$ cat src/rtl/shift_unit_pipe_pkg.sv
// shift_pkg: op codes, legality check and fill-mode encodings shared by the shift pipeline
package shift_pkg;
   typedef enum logic [2:0] {
      OP_LSL = 3'd0,
      OP_LSR = 3'd1,
      OP_ASR = 3'd2,
      OP_ROR = 3'd3,
      OP_ROL = 3'd4
   } op_t;
   typedef enum logic [1:0] {
      FILL_ZERO = 2'd0,
      FILL_SIGN = 2'd1,
      FILL_ROT  = 2'd2
   } fill_t;
   function automatic logic op_legal(input logic [2:0] op);
      return op <= OP_ROL;
   endfunction
endpackage

$ cat src/rtl/shift_unit_pipe_if.sv
// shift_unit_pipe_if: request/result valid-ready bundle of the shift pipeline
interface shift_unit_pipe_if #(
   parameter int WIDTH = 8,
   parameter int AMT_W = 8
);
   logic             in_valid;
   logic             in_ready;
   logic [WIDTH-1:0] in_data;
   logic [AMT_W-1:0] in_amt;
   logic [2:0]       in_op;
   logic             out_valid;
   logic             out_ready;
   logic [WIDTH-1:0] out_data;
   logic             out_carry;
   logic             out_zero;
   logic             out_err;
   modport master (
      output in_valid, in_data, in_amt, in_op, out_ready,
      input  in_ready, out_valid, out_data, out_carry, out_zero, out_err
   );
   modport slave (
      input  in_valid, in_data, in_amt, in_op, out_ready,
      output in_ready, out_valid, out_data, out_carry, out_zero, out_err
   );
endinterface

$ cat src/rtl/shift_unit_pipe_layer.sv
// shift_layer: one registered right-shift mux layer of distance DIST, carrying the request sideband
module shift_layer import shift_pkg::*; #(
   parameter int WIDTH = 8,
   parameter int DIST  = 1
) (
   input  logic                       CLK,
   input  logic                       RESET_N,
   input  logic                       en,
   input  logic                       valid_i,
   input  logic [WIDTH-1:0]           data_i,
   input  logic [$clog2(WIDTH)-1:0]   amt_i,
   input  fill_t                      fill_i,
   input  logic                       rev_i,
   input  logic                       carry_i,
   input  logic                       err_i,
   output logic                       valid_q,
   output logic [WIDTH-1:0]           data_q,
   output logic [$clog2(WIDTH)-1:0]   amt_q,
   output fill_t                      fill_q,
   output logic                       rev_q,
   output logic                       carry_q,
   output logic                       err_q
);
   localparam int B = $clog2(DIST);
   logic [DIST-1:0]  fill_bits;
   logic [WIDTH-1:0] data_d;
   always_comb begin
      fill_bits = fill_i == FILL_ROT ? data_i[DIST-1:0] : fill_i == FILL_SIGN ? {DIST{data_i[WIDTH-1]}} : '0;
      data_d = amt_i[B] ? {fill_bits, data_i[WIDTH-1:DIST]} : data_i;
   end
   always_ff @(posedge CLK)
      if (!RESET_N) begin
         valid_q <= 1'b0;
         data_q  <= '0;
         amt_q   <= '0;
         fill_q  <= FILL_ZERO;
         rev_q   <= 1'b0;
         carry_q <= 1'b0;
         err_q   <= 1'b0;
      end else if (en) begin
         valid_q <= valid_i;
         data_q  <= data_d;
         amt_q   <= amt_i;
         fill_q  <= fill_i;
         rev_q   <= rev_i;
         carry_q <= carry_i;
         err_q   <= err_i;
      end
endmodule

$ cat src/rtl/shift_unit_pipe.sv
// shift_unit_pipe: pipelined LSL/LSR/ASR/ROR/ROL shifter with carry/zero/err flags behind valid/ready
module shift_unit_pipe import shift_pkg::*; #(
   parameter int WIDTH = 8,
   parameter int AMT_W = 8
) (
   input logic              CLK,
   input logic              RESET_N,
   shift_unit_pipe_if.slave bus
);
   localparam int K = $clog2(WIDTH);
   logic                 stall, en, legal, left, sat, msb;
   logic [31:0]          n32;
   logic [K-1:0]         dec_idx, neg_idx;
   logic [WIDTH-1:0]     rev_in, rev_out;
   logic                 s0_valid_d, s0_valid_q, s0_rev_d, s0_rev_q;
   logic                 s0_carry_d, s0_carry_q, s0_err_d, s0_err_q;
   logic [WIDTH-1:0]     s0_data_d, s0_data_q;
   logic [K-1:0]         s0_amt_d, s0_amt_q;
   fill_t                s0_fill_d, s0_fill_q;
   logic [K:0]           v, r, c, e;
   logic [K:0][WIDTH-1:0] d;
   logic [K:0][K-1:0]    a;
   fill_t                f [K+1];
   logic                 unused_tail;
   assign stall = bus.out_valid && !bus.out_ready;
   assign en = !stall;
   assign bus.in_ready = !stall;
   // Saturating shifts are resolved here so the layers only ever see in-range amounts.
   always_comb begin
      legal = op_legal(bus.in_op);
      left = legal && (bus.in_op == OP_LSL || bus.in_op == OP_ROL);
      msb = bus.in_data[WIDTH-1];
      n32 = 32'(bus.in_amt);
      dec_idx = K'(bus.in_amt - AMT_W'(1));
      neg_idx = K'(AMT_W'(0) - bus.in_amt);
      rev_in = {<<{bus.in_data}};
      sat = legal && n32 >= 32'(WIDTH) && (bus.in_op == OP_LSL || bus.in_op == OP_LSR || bus.in_op == OP_ASR);
      s0_carry_d = !legal || bus.in_amt == '0 ? 1'b0
         : bus.in_op == OP_LSL ? n32 <= 32'(WIDTH) && bus.in_data[neg_idx]
         : bus.in_op == OP_LSR ? n32 <= 32'(WIDTH) && bus.in_data[dec_idx]
         : bus.in_op == OP_ASR ? (n32 >= 32'(WIDTH) ? msb : bus.in_data[dec_idx])
         : bus.in_op == OP_ROR ? bus.in_data[dec_idx] : bus.in_data[neg_idx];
      s0_data_d = sat ? (bus.in_op == OP_ASR ? {WIDTH{msb}} : '0) : left ? rev_in : bus.in_data;
      s0_amt_d = legal && !sat ? bus.in_amt[K-1:0] : '0;
      s0_fill_d = bus.in_op == OP_ASR ? FILL_SIGN : (bus.in_op == OP_ROR || bus.in_op == OP_ROL) ? FILL_ROT : FILL_ZERO;
      s0_valid_d = bus.in_valid && bus.in_ready;
      s0_rev_d = left;
      s0_err_d = !legal;
   end
   always_ff @(posedge CLK)
      if (!RESET_N) begin
         s0_valid_q <= 1'b0;
         s0_data_q  <= '0;
         s0_amt_q   <= '0;
         s0_fill_q  <= FILL_ZERO;
         s0_rev_q   <= 1'b0;
         s0_carry_q <= 1'b0;
         s0_err_q   <= 1'b0;
      end else if (en) begin
         s0_valid_q <= s0_valid_d;
         s0_data_q  <= s0_data_d;
         s0_amt_q   <= s0_amt_d;
         s0_fill_q  <= s0_fill_d;
         s0_rev_q   <= s0_rev_d;
         s0_carry_q <= s0_carry_d;
         s0_err_q   <= s0_err_d;
      end
   assign v[0] = s0_valid_q;
   assign d[0] = s0_data_q;
   assign a[0] = s0_amt_q;
   assign f[0] = s0_fill_q;
   assign r[0] = s0_rev_q;
   assign c[0] = s0_carry_q;
   assign e[0] = s0_err_q;
   for (genvar i = 0; i < K; i++) begin : g_layer
      shift_layer #(.WIDTH(WIDTH), .DIST(1 << i)) u_layer (
         .CLK(CLK), .RESET_N(RESET_N), .en(en),
         .valid_i(v[i]), .data_i(d[i]), .amt_i(a[i]), .fill_i(f[i]), .rev_i(r[i]), .carry_i(c[i]), .err_i(e[i]),
         .valid_q(v[i+1]), .data_q(d[i+1]), .amt_q(a[i+1]), .fill_q(f[i+1]), .rev_q(r[i+1]), .carry_q(c[i+1]), .err_q(e[i+1])
      );
   end
   assign rev_out = {<<{d[K]}};
   assign bus.out_valid = v[K];
   assign bus.out_data = r[K] ? rev_out : d[K];
   assign bus.out_carry = c[K];
   assign bus.out_err = e[K];
   assign bus.out_zero = v[K] && d[K] == '0;
   assign unused_tail = ^{a[K], f[K]};
endmodule
$ cat src/flat_wrapper.sv
// flat-port wrapper written by rule: the top's interface ports become plain ports
module shift_unit_pipe_flat import shift_pkg::*;
#(
   parameter int WIDTH = 8,
   parameter int AMT_W = 8
)
  (CLK, RESET_N, bus_in_valid, bus_in_data, bus_in_amt, bus_in_op, bus_out_ready, bus_in_ready, bus_out_valid, bus_out_data, bus_out_carry, bus_out_zero, bus_out_err);
  shift_unit_pipe_if #(.WIDTH(WIDTH), .AMT_W(AMT_W)) bus_i ();
  input logic CLK;
  input logic RESET_N;
  input wire logic [$bits(bus_i.in_valid)-1:0] bus_in_valid;
  input wire logic [$bits(bus_i.in_data)-1:0] bus_in_data;
  input wire logic [$bits(bus_i.in_amt)-1:0] bus_in_amt;
  input wire logic [$bits(bus_i.in_op)-1:0] bus_in_op;
  input wire logic [$bits(bus_i.out_ready)-1:0] bus_out_ready;
  output wire logic [$bits(bus_i.in_ready)-1:0] bus_in_ready;
  output wire logic [$bits(bus_i.out_valid)-1:0] bus_out_valid;
  output wire logic [$bits(bus_i.out_data)-1:0] bus_out_data;
  output wire logic [$bits(bus_i.out_carry)-1:0] bus_out_carry;
  output wire logic [$bits(bus_i.out_zero)-1:0] bus_out_zero;
  output wire logic [$bits(bus_i.out_err)-1:0] bus_out_err;
  assign bus_i.in_valid = bus_in_valid;
  assign bus_i.in_data = bus_in_data;
  assign bus_i.in_amt = bus_in_amt;
  assign bus_i.in_op = bus_in_op;
  assign bus_i.out_ready = bus_out_ready;
  assign bus_in_ready = bus_i.in_ready;
  assign bus_out_valid = bus_i.out_valid;
  assign bus_out_data = bus_i.out_data;
  assign bus_out_carry = bus_i.out_carry;
  assign bus_out_zero = bus_i.out_zero;
  assign bus_out_err = bus_i.out_err;
  shift_unit_pipe #(.WIDTH(WIDTH), .AMT_W(AMT_W)) u_core (.CLK(CLK), .RESET_N(RESET_N), .bus(bus_i));
endmodule
$ cat config.mk
export PLATFORM = sky130hd
export DESIGN_NAME = shift_unit_pipe_flat
export DESIGN_NICKNAME = d
export VERILOG_FILES = /design/src/rtl/shift_unit_pipe_pkg.sv /design/src/rtl/shift_unit_pipe_if.sv /design/src/rtl/shift_unit_pipe_layer.sv /design/src/rtl/shift_unit_pipe.sv /design/src/flat_wrapper.sv
export SDC_FILE = /design/constraint.sdc
export NUM_CORES = 1
export LEC_CHECK = 0
export ABC_AREA = 1
export BUFFER_PORTS_ARGS = -buffer_cell sky130_fd_sc_hd__clkbuf_2
export CAP_MARGIN = 10
export CORE_ASPECT_RATIO = 1.75
export CORE_MARGIN = 5
export CORE_UTILIZATION = 52
export CTS_BUF_LIST = sky130_fd_sc_hd__clkbuf_16
export CTS_CLUSTER_SIZE = 24
export DETAILED_ROUTE_END_ITERATION = 10
export HOLD_SLACK_MARGIN = 0.03
export PLACE_DENSITY_LB_ADDON = 0.1
export SETUP_SLACK_MARGIN = 0.1
export SLEW_MARGIN = 20
export SYNTH_ARGS = -nofsm -noshare
export SYNTH_HDL_FRONTEND = slang
export SYNTH_SLANG_ARGS = --single-unit
$ cat constraint.sdc
create_clock -name CLK -period 1.2 [get_ports CLK]
set_input_delay 0.12 -clock CLK [delete_from_list [all_inputs] [get_ports CLK]]
set_output_delay 0.12 -clock CLK [all_outputs]
set_load 0.1 [all_outputs]
* After elaboration in Yosys (flattened, before gate mapping)
Cells that the tools add are included.
** Storage, ports and cells
- Register bits :: 63
- Latch bits :: 0
- Memory bits (writable) :: 0
- ROM bits :: 0
- Bits of input ports :: 23
- Output and inout port bits :: 13
- Word-level logic and storage cells :: 90
- Memories kept :: 0
** Cells by class
- Add/sub/neg operators :: 2
- Multipliers :: 0
- Divide/modulo/power cells :: 0
- $lt $le $gt $ge :: 5
- Equal/unequal tests :: 10
- Shifts and indexed selects :: 0
- Multiplexer cells :: 26
- Bitwise gates (word level) :: 0
- Reduce and logical (&&, ||, !) cells :: 21
** Operators by type and width (count)
- $mux W8 :: 7
- $logic_not A8 Y1 :: 2
- $mux W1 :: 10
- $logic_and A1 B1 Y1 :: 9
- $ge A8 B4 Y1 const B :: 1
- $le A8 B4 Y1 const B :: 1
- $lt A3 B4 Y1 const B :: 2
- $mux W2 :: 4
- $mux W4 :: 2
- $bmux W1 S3 :: 2
- $eq A2 B1 Y1 const B :: 3
- $eq A2 B2 Y1 const B :: 3
- $eq A3 B2 Y1 const B :: 2
- $logic_or A1 B1 Y1 :: 5
- $logic_not A1 Y1 :: 4
- $eq A3 B1 Y1 const B :: 1
- $eq A3 B3 Y1 const B :: 1
- $le A3 B3 Y1 const B :: 1
- $logic_not A3 Y1 :: 1
- $mux W3 :: 1
- $sub A1 B3 Y3 const A :: 1
- $sub A3 B1 Y3 const B :: 1

* Depth between registers and ports, before layout
Gate-level depths: netlist (run 1).
- Depth in word-level cells :: 8
- Depth in mapped cells :: 11
- Gate-level depth less buffers :: 10

* Hierarchy
Synthesis (run 1) repeated with hierarchy kept, for this count alone.
** Unflattened totals
- Cells, all modules :: 493
- Area, all modules :: 3394.5 µm²
** Modules (own cells, without submodules)
- shift_unit_pipe :: times used 1, cells an instance 192, area an instance 1196.1 µm², sequential area each 340.3 µm²
- shift_layer at u_core.g_layer[2].u_layer :: times used 1, cells an instance 95, area an instance 740.7 µm², sequential area each 340.3 µm²
- shift_layer at u_core.g_layer[0].u_layer :: times used 1, cells an instance 97, area an instance 738.2 µm², sequential area each 340.3 µm²
- shift_layer at u_core.g_layer[1].u_layer :: times used 1, cells an instance 109, area an instance 719.4 µm², sequential area each 340.3 µm²

* Least setup slack after synthesis (run 1)
OpenSTA, ideal clock, no wires.
- Path kind :: register -> output
- Start :: register u_core.g_layer[2].u_layer.valid_q
- End :: output bus_out_zero
- Arrival :: 4.011 ns
- Data required time :: 1.080 ns
- Slack :: -2.931 ns
- Stages on the path, launching flop included :: 3
- Buffers on the path :: 0
- Path through :: dfxtp_1 inv_2 nor4_1
** Between the ends
- Word-level cells in the longest chain between the ends :: 1
** RTL lines
- from (decl) :: RTL line shift_unit_pipe_layer.sv:16 : output logic valid_q,
- from (signal assigned) :: RTL line shift_unit_pipe_layer.sv:41 : valid_q <= valid_i;
- $logic_and A1 B1 Y1 :: RTL line shift_unit_pipe.sv:87 : assign bus.out_zero = v[K] && d[K] == '0;
- to (decl) :: RTL line flat_wrapper.sv:20 : output wire logic [$bits(bus_i.out_zero)-1:0] bus_out_zero;
Every way passes these cells.

* Final worst setup path (run 1)
- Start :: register u_core.g_layer[2].u_layer.valid_q
- End :: register u_core.g_layer[0].u_layer.data_q[5]
** Between the ends
- Word-level cells in the longest chain between the ends :: 1
** RTL lines
- $logic_and A1 B1 Y1 :: RTL line shift_unit_pipe.sv:25 : assign stall = bus.out_valid && !bus.out_ready;
- to (signal assigned) :: RTL line shift_unit_pipe_layer.sv:42 : data_q <= data_d;
- to (decl) :: RTL line shift_unit_pipe_layer.sv:17 : output logic [WIDTH-1:0] data_q,
Every way passes these cells.
A chain may end at the register's enable or synchronous reset.

==> results_dict.tcl, run 1 <==
set metrics [dict create \
    outcome "finished, violations left" \
    violations "setup timing" \
    wirelength_mm 12.6 \
    cp_top_family "buffers and inverters" \
    dp.final_hpwl_mm 5.14 \
    wire_per_inst_um 21.6 \
    p_leak_uw 0.00204 \
    finalCriticalPeriod_ns 1.50 \
    insertion_delay_ns 0.33 \
    ys_warn_count 0 \
    worstRegToRegCells 8 \
    hp-class "input pin to flop" \
    clk_pin_slew_worst_paths_ns 0.05 \
    netlist_area_mm2 0.00294 \
    postSynthRegisterBits 60 \
    holdPathEnd "u_core.s0_valid_q" \
    routabilityCongestion 0.912 \
    reg2reg_slack_ns -0.30 \
    antenna_cells 0 \
    dieArea_mm2 0.00731 \
    crit_path_top_delay_cell "dfxtp_4" \
    cp.arrival_ns 1.74 \
    io_buffers 35 \
    rsz0062_at_grt "yes" \
    synth_top_area_share_pct 40.9 \
    ys_types 34 \
    drtPass1Iterations 5 \
    finalNonFillerCells 583 \
    tritoncts "built" \
    grt_pass1_wl_mm 15.7 \
    power_density_mw_per_mm2 1150 \
    hold_viol 0 \
    ys_seq_area_share_pct 40.9 \
    vias 3618 \
    drv_slew 0 \
    rows 36 \
    totalPowerFinal_uw 5770 \
    rr_endpoint "u_core.g_layer[0].u_layer.data_q[5]" \
    max_cap_viol_count 0 \
    ant_nets 0 \
    cts_num_sinks 60 \
    pin_count 36 \
    fin_crit_sh_pct 125 \
    relSlewSlack_pct 74.8 \
    antenna_found_initial 0 \
    fin_ws_ns -0.303 \
    placed_cells 533 \
    slowest_delay_ns 0.37 \
    start_util_pct 53.0 \
    grt_usage_pct 28.4 \
    cts.htree.levels 3 \
    core_area_mm2 0.00554 \
    vdd_drop_max_uv 992 \
    drive_above_1_share_pct 49.9 \
    viasPerCell 6.21 \
    grt_overflow 0 \
    grt_max_degree 35 \
    die_x_um 66.8 \
    whs_path_depth 3 \
    worst_pin_slew_ns 0.377 \
    start_kind "flop" \
    critPathBufInv 6 \
    finalSetupViolCount 69 \
    yosysTopAreaCell "dfxtp_1" \
    synth.area.top_cells "dfxtp_1 41%, o21ai_0 11%, nand2_1 11%" \
    synth_fp_nets 442 \
    final_common_cell "nand2_1" \
    synth_cells 417 \
    syn_avg_cell_area_um2 7.04 \
    nets 527 \
    fp.dieH_um 109 \
    root_buffer "clkbuf_16" \
    skew_ns 0.00478 \
    max_freq_mhz 665 \
    worstPathMaxFanout 6 \
    reg2reg_from "u_core.g_layer[2].u_layer.valid_q" \
    drc 0 \
    numCtsBuffers 9 \
    crit_chain "inv_4, nor2_4, clkinv_4, buf_6, buf_12, buf_8, buf_16, a31oi_1" \
    criticalPathCategory "flop to flop" \
    area_delta_synth_final_pct 70.9 \
    clock_path_buffers 2 \
    layout_common_cells "78 x nand2_1, 51 x dfxtp_1, 33 x nor2_1, 33 x o21ai_2, 27 x a21oi_2" \
    drt_first_iter_violations 382 \
    min_from "bus_in_valid" \
    end_kind "flop" \
    grt_pass1_vias 3288 \
    cp.required_ns 1.44 \
]
## worst register-to-register path, stage by stage, from the launching register on
cell      delay, ns
dfxtp_4        0.37
inv_4          0.05
nor2_4         0.16
clkinv_4       0.11
buf_6          0.15
buf_12         0.15
buf_8          0.14
buf_16         0.13
a31oi_1        0.17
## logic make-up after synthesis
logic type | Yosys count | synth area share [%]
adder cells (fa/ha/maj) | 2 | 0.852
AO/OA/AOI/OAI | 129 | 25.0
buffers and inverters | 58 | 8.65
AND/OR/NAND/NOR | 164 | 23.4
XOR/XNOR | 4 | 1.19
flip-flops | 60 | 40.9
## area by class of cell
type,count,area (µm²)
clock buffers,9,225
flip-flops and latches,60,1220
inverters,35,146
well taps,76,95.1
repair buffers,97,1200
clock inverters,7,27.5
multi-input cells,299,2100
fillers,225,522
## how the worst max path moves through the flow
stage | start | end | slack (ns) | cells past startpoint
floorplan | u_core.g_layer[2].u_layer.data_q[2] | bus_out_zero | -0.52 | 3
global placement | bus_in_amt[0] | u_core.s0_carry_q | -0.04 | 11
detailed placement | bus_in_amt[1] | u_core.s0_carry_q | -0.09 | 10
CTS | u_core.g_layer[2].u_layer.valid_q | bus_out_zero | -0.25 | 4
global route | u_core.g_layer[2].u_layer.valid_q | u_core.g_layer[0].u_layer.data_q[5] | -0.32 | 8
finish | u_core.g_layer[2].u_layer.valid_q | u_core.g_layer[0].u_layer.data_q[5] | -0.30 | 8
## routing by layer
layer  track usage [%]  vias up  share of wire, %
li1                  -     1578                 -
met1              28.5     1697                33
met2              55.0      256                52
met3              3.78       87               7.0
met4              14.1        0               8.1
met5                 0        -                 0
## registers in the layout, indices dropped and copies added (netlist names)
register,count
u_core.s0_data_q,8
u_core.s0_carry_q,1
u_core.g_layer.u_layer.data_q,24
u_core.s0_err_q,1
u_core.s0_fill_q,2
u_core.s0_amt_q,3
u_core.g_layer.u_layer.rev_q,3
u_core.g_layer.u_layer.amt_q,3
u_core.g_layer.u_layer.carry_q,3
u_core.s0_valid_q,1
u_core.g_layer.u_layer.err_q,3
u_core.s0_rev_q,1
u_core.g_layer.u_layer.fill_q,4
u_core.g_layer.u_layer.valid_q,3
## cells in the mapped netlist (all sizes together)
cell	instances
buf	9
a31oi	13
or2	2
dfxtp	60
inv	35
o2111ai	1
xor2	2
xnor2	2
nor3	1
nand4	3
nand2	91
clkbuf	14
o211ai	8
ha	2
nor2	48
nor3b	1
a21oi	35
o22ai	6
o21ai	66
nand3	17
nor4	1
## power breakdown
part | leakage [µW] | switching (µW) | internal (µW)
Sequential | 0.000495 | 143 | 2110
Clock | 0.000136 | 913 | 1350
Combinational | 0.00141 | 746 | 513
## repair_timing
item,4_1_cts,5_1_grt
resized for setup,92,85
buffers inserted,22,5
cloned,6,2
pin swaps,17,22
setup endpoints to repair,54,69
hold buffers,0,0
## stage by stage
stage                     setup TNS (ns)  area (µm²)  hold slack (ns)  utilization, %  worst slack (ns)
after floorplan                    -5.99        3240            0.263               -            -0.520
after global placement           -0.0407        3720            0.398            67.2           -0.0407
after detailed placement          -0.105        3720            0.397            67.2           -0.0893
after CTS                          -4.27        4620           0.0643            83.3            -0.253
after global routing              -13.73        5020            0.134            90.6            -0.322
final                             -11.94        5020            0.121            90.6            -0.303
Power figures use the tool's default switching activity.
==> run 2: changes to the inputs <==
Settings changed: MAX_ROUTING_LAYER set to met4, SLEW_MARGIN 20 to not set.
==> run 2 against run 1 <==
  * The flow still finishes with violations (setup timing)
  * Sequential cell count unchanged
  * Clock-buffer cell count stayed put
  * Sequential share of layout area is the same
  * Cell count is the same
  * Non-clock buffer count stayed put
  * Design area is the same
  * Routed wire length about the same
  * Utilization did not move
  * Combinational power about the same
  * Largest power group unchanged
==> results_dict.tcl, run 2 (synthesized netlist as in run 1, its figures left out) <==
set metrics [dict create \
    nets 527 \
    nFillCells 225 \
    dieArea_mm2 0.00731 \
    cts.htree.levels 3 \
    grt_usage_pct 29.3 \
    worst_pin_slew_ns 0.388 \
    vias 3634 \
    drt_first_iter_violations 358 \
    hp-class "input pin to flop" \
    fp.dieH_um 109 \
    ant_nets 0 \
    antenna_found_initial 0 \
    relSlewSlack_pct 74.1 \
    criticalPathCategory "flop to flop" \
    insertion_delay_ns 0.33 \
    cp_top_family "buffers and inverters" \
    largest_reg_flops 24 \
    crit_chain "inv_4, nor2_4, clkinv_4, buf_6, buf_12, buf_8, buf_16, a31oi_1" \
    clock_path_buffers 2 \
    cp.arrival_ns 1.74 \
    violations "setup timing" \
    drtPass1Iterations 5 \
    grt_max_degree 35 \
    dp.final_hpwl_mm 5.14 \
    viasPerCell 6.23 \
    fin_crit_sh_pct 125 \
    finalSetupViolCount 69 \
    outcome "finished, violations left" \
    pin_count 36 \
    routabilityCongestion 0.928 \
    top_regs "u_core.g_layer.u_layer.data_q (24), u_core.s0_data_q (8), u_core.g_layer.u_layer.fill_q (4)" \
    wirelength_mm 12.6 \
    vdd_drop_max_uv 987 \
    drc 0 \
    seqCellArea_mm2 0.00122 \
    fin_ws_ns -0.298 \
    cp.required_ns 1.44 \
    largest_register "u_core.g_layer.u_layer.data_q" \
    max_cap_viol_count 0 \
    hold_viol 0 \
    tritoncts "built" \
    rows 36 \
    final_common_cell "nand2_1" \
    start_kind "flop" \
    drive_above_1_share_pct 49.9 \
    fin_util_pct 90.6 \
    finalCriticalPeriod_ns 1.50 \
    cts_num_sinks 60 \
    die_x_um 66.8 \
    antenna_cells 0 \
    skew_ns 0.00652 \
    grt_pass1_vias 3289 \
    max_freq_mhz 668 \
    p_leak_uw 0.00204 \
    wire_per_inst_um 21.6 \
    numCtsBuffers 9 \
    critPathBufInv 6 \
    layout_common_cells "78 x nand2_1, 51 x dfxtp_1, 33 x nor2_1, 33 x o21ai_2, 27 x a21oi_2" \
    io_buffers 35 \
    grt_pass1_wl_mm 15.8 \
    root_buffer "clkbuf_16" \
    rsz0062_at_grt "yes" \
    end_kind "flop" \
    power_density_mw_per_mm2 1150 \
    crit_path_top_delay_cell "dfxtp_4" \
    tns_ns -11.68 \
    slowest_delay_ns 0.36 \
    start_util_pct 53.0 \
    multi_input_area_mm2 0.00210 \
    hold_buffers 0 \
    worstPathMaxFanout 6 \
    grt_overflow 0 \
    totalPowerFinal_uw 5780 \
    clk_pin_slew_worst_paths_ns 0.06 \
    area_delta_synth_final_pct 70.9 \
    core_area_mm2 0.00554 \
    drv_slew 0 \
]
run 2: worst register-to-register path: cells and delay by family, from the launching register on:
kind / cells / cell delay [ns]
and+or+nand+nor: 1 / 0.16
DFF: 1 / 0.36
buffers and inverters: 6 / 0.72
AOI/OAI and AO/OA: 1 / 0.17
run 2: worst paths after layout:
path	from	end	slack [ns]	cells after the start
setup / recovery	u_core.g_layer[2].u_layer.valid_q	u_core.g_layer[0].u_layer.data_q[5]	-0.30	8
hold / removal	bus_in_valid	u_core.s0_valid_q	0.13	3
setup reg to reg	u_core.g_layer[2].u_layer.valid_q	u_core.g_layer[0].u_layer.data_q[5]	-0.30	8
hold reg to reg	u_core.s0_amt_q[2]	u_core.s0_amt_q[2]	0.47	2
run 2: cell type report:
class	instances	share of cell area (%)
Clock buffer	9	4.49
Clock inverter	7	0.548
Inverter	35	2.92
Multi-Input combinational cell	299	41.9
Sequential cell	60	24.3
Tap cell	76	1.89
Timing Repair Buffer	97	24.0
run 2: metrics by stage:
step,hold WS (ns),instances,setup slack (ns),area [µm²]
2_1_floorplan,0.263,417,-0.520,3240
4_1_cts,0.0643,577,-0.253,4620
3_5_place_dp,0.397,533,-0.0893,3720
6_report,0.134,583,-0.298,5020
3_3_place_gp,0.398,533,-0.0407,3720
5_1_grt,0.137,583,-0.324,5020
run 2: timing repair:
action	CTS	global route
resized for setup	92	85
endpoints found under the setup margin	54	69
gates cloned	6	2
buffers inserted	22	5
pin swaps	17	22
run 2: report_power, final:
part / switching [µW] / leakage, µW / internal (µW)
sequential: 144 / 0.000495 / 2110
clock: 918 / 0.000136 / 1350
combinational: 747 / 0.00141 / 513
run 2: per-layer routing:
| metal | vias up | global-route usage [%] | wire, µm |
|---|---|---|---|
| met5 | - | - | 0 |
| met4 | 0 | 14.4 | 937 |
| met3 | 88 | 3.68 | 861 |
| met2 | 252 | 55.1 | 6560 |
| met1 | 1712 | 28.5 | 4230 |
| li1 | 1582 | - | - |
==> run 3: changes to the inputs <==
Settings changed: SKIP_LAST_GASP set to 1.
==> run 3 against run 2 <==
  * The run still ends with setup timing left
  * Clock skew fell by 0.0028 ns
  * Die area unchanged
  * Maximum frequency is 0.42% lower
  * Critical path type is now flop to output pin
  * Critical endpoint is now bus_out_zero
  * Largest cell class unchanged
  * Largest power group is now sequential cells
==> results_dict.tcl, run 3 (synthesized netlist as in run 1, its figures left out) <==
set metrics [dict create \
    outcome "finished, violations left" \
    violations "setup timing" \
    cp_top_family "simple AND/OR/NAND/NOR gates" \
    whs_path_depth 3 \
    wl_met1_mm 3.98 \
    grt_pass1_vias 3321 \
    holdPathEnd "u_core.s0_valid_q" \
    grt_pass1_wl_mm 15.6 \
    drv_slew 0 \
    area_delta_synth_final_pct 67.9 \
    clock_path_buffers 2 \
    pin_count 36 \
    root_buffer "clkbuf_16" \
    grt_overflow 0 \
    crit_path_top_delay_cell "dfxtp_1" \
    wl_met2_mm 6.46 \
    numCtsBuffers 9 \
    io_buffers 35 \
    final_common_cell "nand2_1" \
    tns_ns -10.61 \
    viasPerCell 6.04 \
    totalPowerFinal_uw 5690 \
    rsz0062_at_grt "yes" \
    worstPathMaxFanout 2 \
    ant_nets 0 \
    wire_per_inst_um 20.6 \
    cp.arrival_ns 1.38 \
    critPathBufInv 2 \
    relSlewSlack_pct 76.3 \
    end_kind "output pin" \
    layout_common_cells "81 x nand2_1, 51 x dfxtp_1, 32 x o21ai_2" \
    crit_chain "inv_2, nand3_2, nor4_4, buf_12" \
    max_cap_viol_count 0 \
    largest_register "u_core.g_layer.u_layer.data_q" \
    die_x_um 66.8 \
    skew_ns 0.00375 \
    rows 36 \
    dieArea_mm2 0.00731 \
    rr_endpoint "u_core.s0_data_q[6]" \
    wirelength_mm 12.0 \
    hold_viol 0 \
    p_leak_uw 0.00202 \
    dp_slack_ns -0.0893 \
    min_from "bus_in_valid" \
    cp.required_ns 1.08 \
    insertion_delay_ns 0.33 \
    grt_usage_pct 29.2 \
    drt_first_iter_violations 243 \
    criticalPathCategory "flop to output pin" \
    clk_pin_slew_worst_paths_ns 0.05 \
    power_density_mw_per_mm2 1150 \
    tritoncts "built" \
    finalSetupViolCount 68 \
    met3WireLength_um 727 \
    fin_crit_sh_pct 125 \
    start_util_pct 53.0 \
    dr.max_layer_used "met4" \
    largest_reg_flops 24 \
    drc 0 \
    vdd_drop_max_uv 995 \
    nets 528 \
    hp-class "input pin to flop" \
    worst_pin_slew_ns 0.352 \
    drive_above_1_share_pct 47.4 \
    antenna_found_initial 0 \
    max_freq_mhz 665 \
    finalCriticalPeriod_ns 1.50 \
    reg2reg_slack_ns -0.24 \
    cts_num_sinks 60 \
    slowest_delay_ns 0.33 \
    reg2reg_from "u_core.g_layer[2].u_layer.valid_q" \
    cts.htree.levels 3 \
    dp.final_hpwl_mm 5.14 \
    start_kind "flop" \
    core_area_mm2 0.00554 \
    hold_buffers 0 \
    worstRegToRegCells 9 \
    drtPass1Iterations 6 \
    top_regs "u_core.g_layer.u_layer.data_q (24), u_core.s0_data_q (8), u_core.g_layer.u_layer.fill_q (4)" \
    fp.dieH_um 109 \
    vias 3528 \
    grt_max_degree 35 \
    antenna_cells 0 \
    fin_ws_ns -0.304 \
    routabilityCongestion 0.928 \
]
==> run 3: repair_timing <==
item                                    CTS  global route
endpoints found under the setup margin   54            68
resized for setup                        82            68
pin swaps                                16            21
setup buffers                            22             6
cloned                                    6             2
==> run 3: through the flow <==
step	hold WS [ns]	util, %	instance area, µm²	std cells
floorplan	0.263	-	3240	417
global placement	0.398	67.2	3720	533
detailed placement	0.397	67.2	3720	533
CTS	0.0643	82.7	4580	577
global route	0.140	89.0	4930	584
finish	0.119	89.0	4930	584
==> run 3: worst max-delay path by stage <==
stage,start,to,slack (ns),depth (start not counted)
after global routing,u_core.g_layer[2].u_layer.data_q[5],bus_out_zero,-0.34,4
after CTS,u_core.g_layer[2].u_layer.valid_q,bus_out_zero,-0.25,4
after global placement,bus_in_amt[0],u_core.s0_carry_q,-0.04,11
after detailed placement,bus_in_amt[1],u_core.s0_carry_q,-0.09,10
final,u_core.g_layer[2].u_layer.data_q[5],bus_out_zero,-0.30,4
after floorplan,u_core.g_layer[2].u_layer.data_q[2],bus_out_zero,-0.52,3
==> run 3: worst register-to-register path, cell delays in order (launching register included) <==
cell	delay (ns)
dfxtp_4	0.35
inv_4	0.04
nor2_4	0.15
clkinv_4	0.11
buf_6	0.14
buf_12	0.14
buf_12	0.13
o21ai_2	0.07
inv_4	0.10
a21oi_2	0.13
==> run 3: metal layers <==
metal	track usage, %	up-vias
met1	27.1	1669
met3	4.60	74
met2	54.8	211
met4	16.7	0
met5	-	-
li1	-	1574
==> run 3: power breakdown <==
part	internal [µW]	leakage [µW]	switching, µW	total [µW]
registers	2110	0.000495	134	2250
clock network	1350	0.000136	887	2230
logic	498	0.00139	713	1210
==> run 3: layout make-up <==
type	count	area, µm²
inverter	35	146
tap	76	95.1
clock inverter	7	27.5
sequential	60	1220
fill	245	609
timing repair buffer	98	1210
multi-input combinational	299	2010
clock buffer	9	225
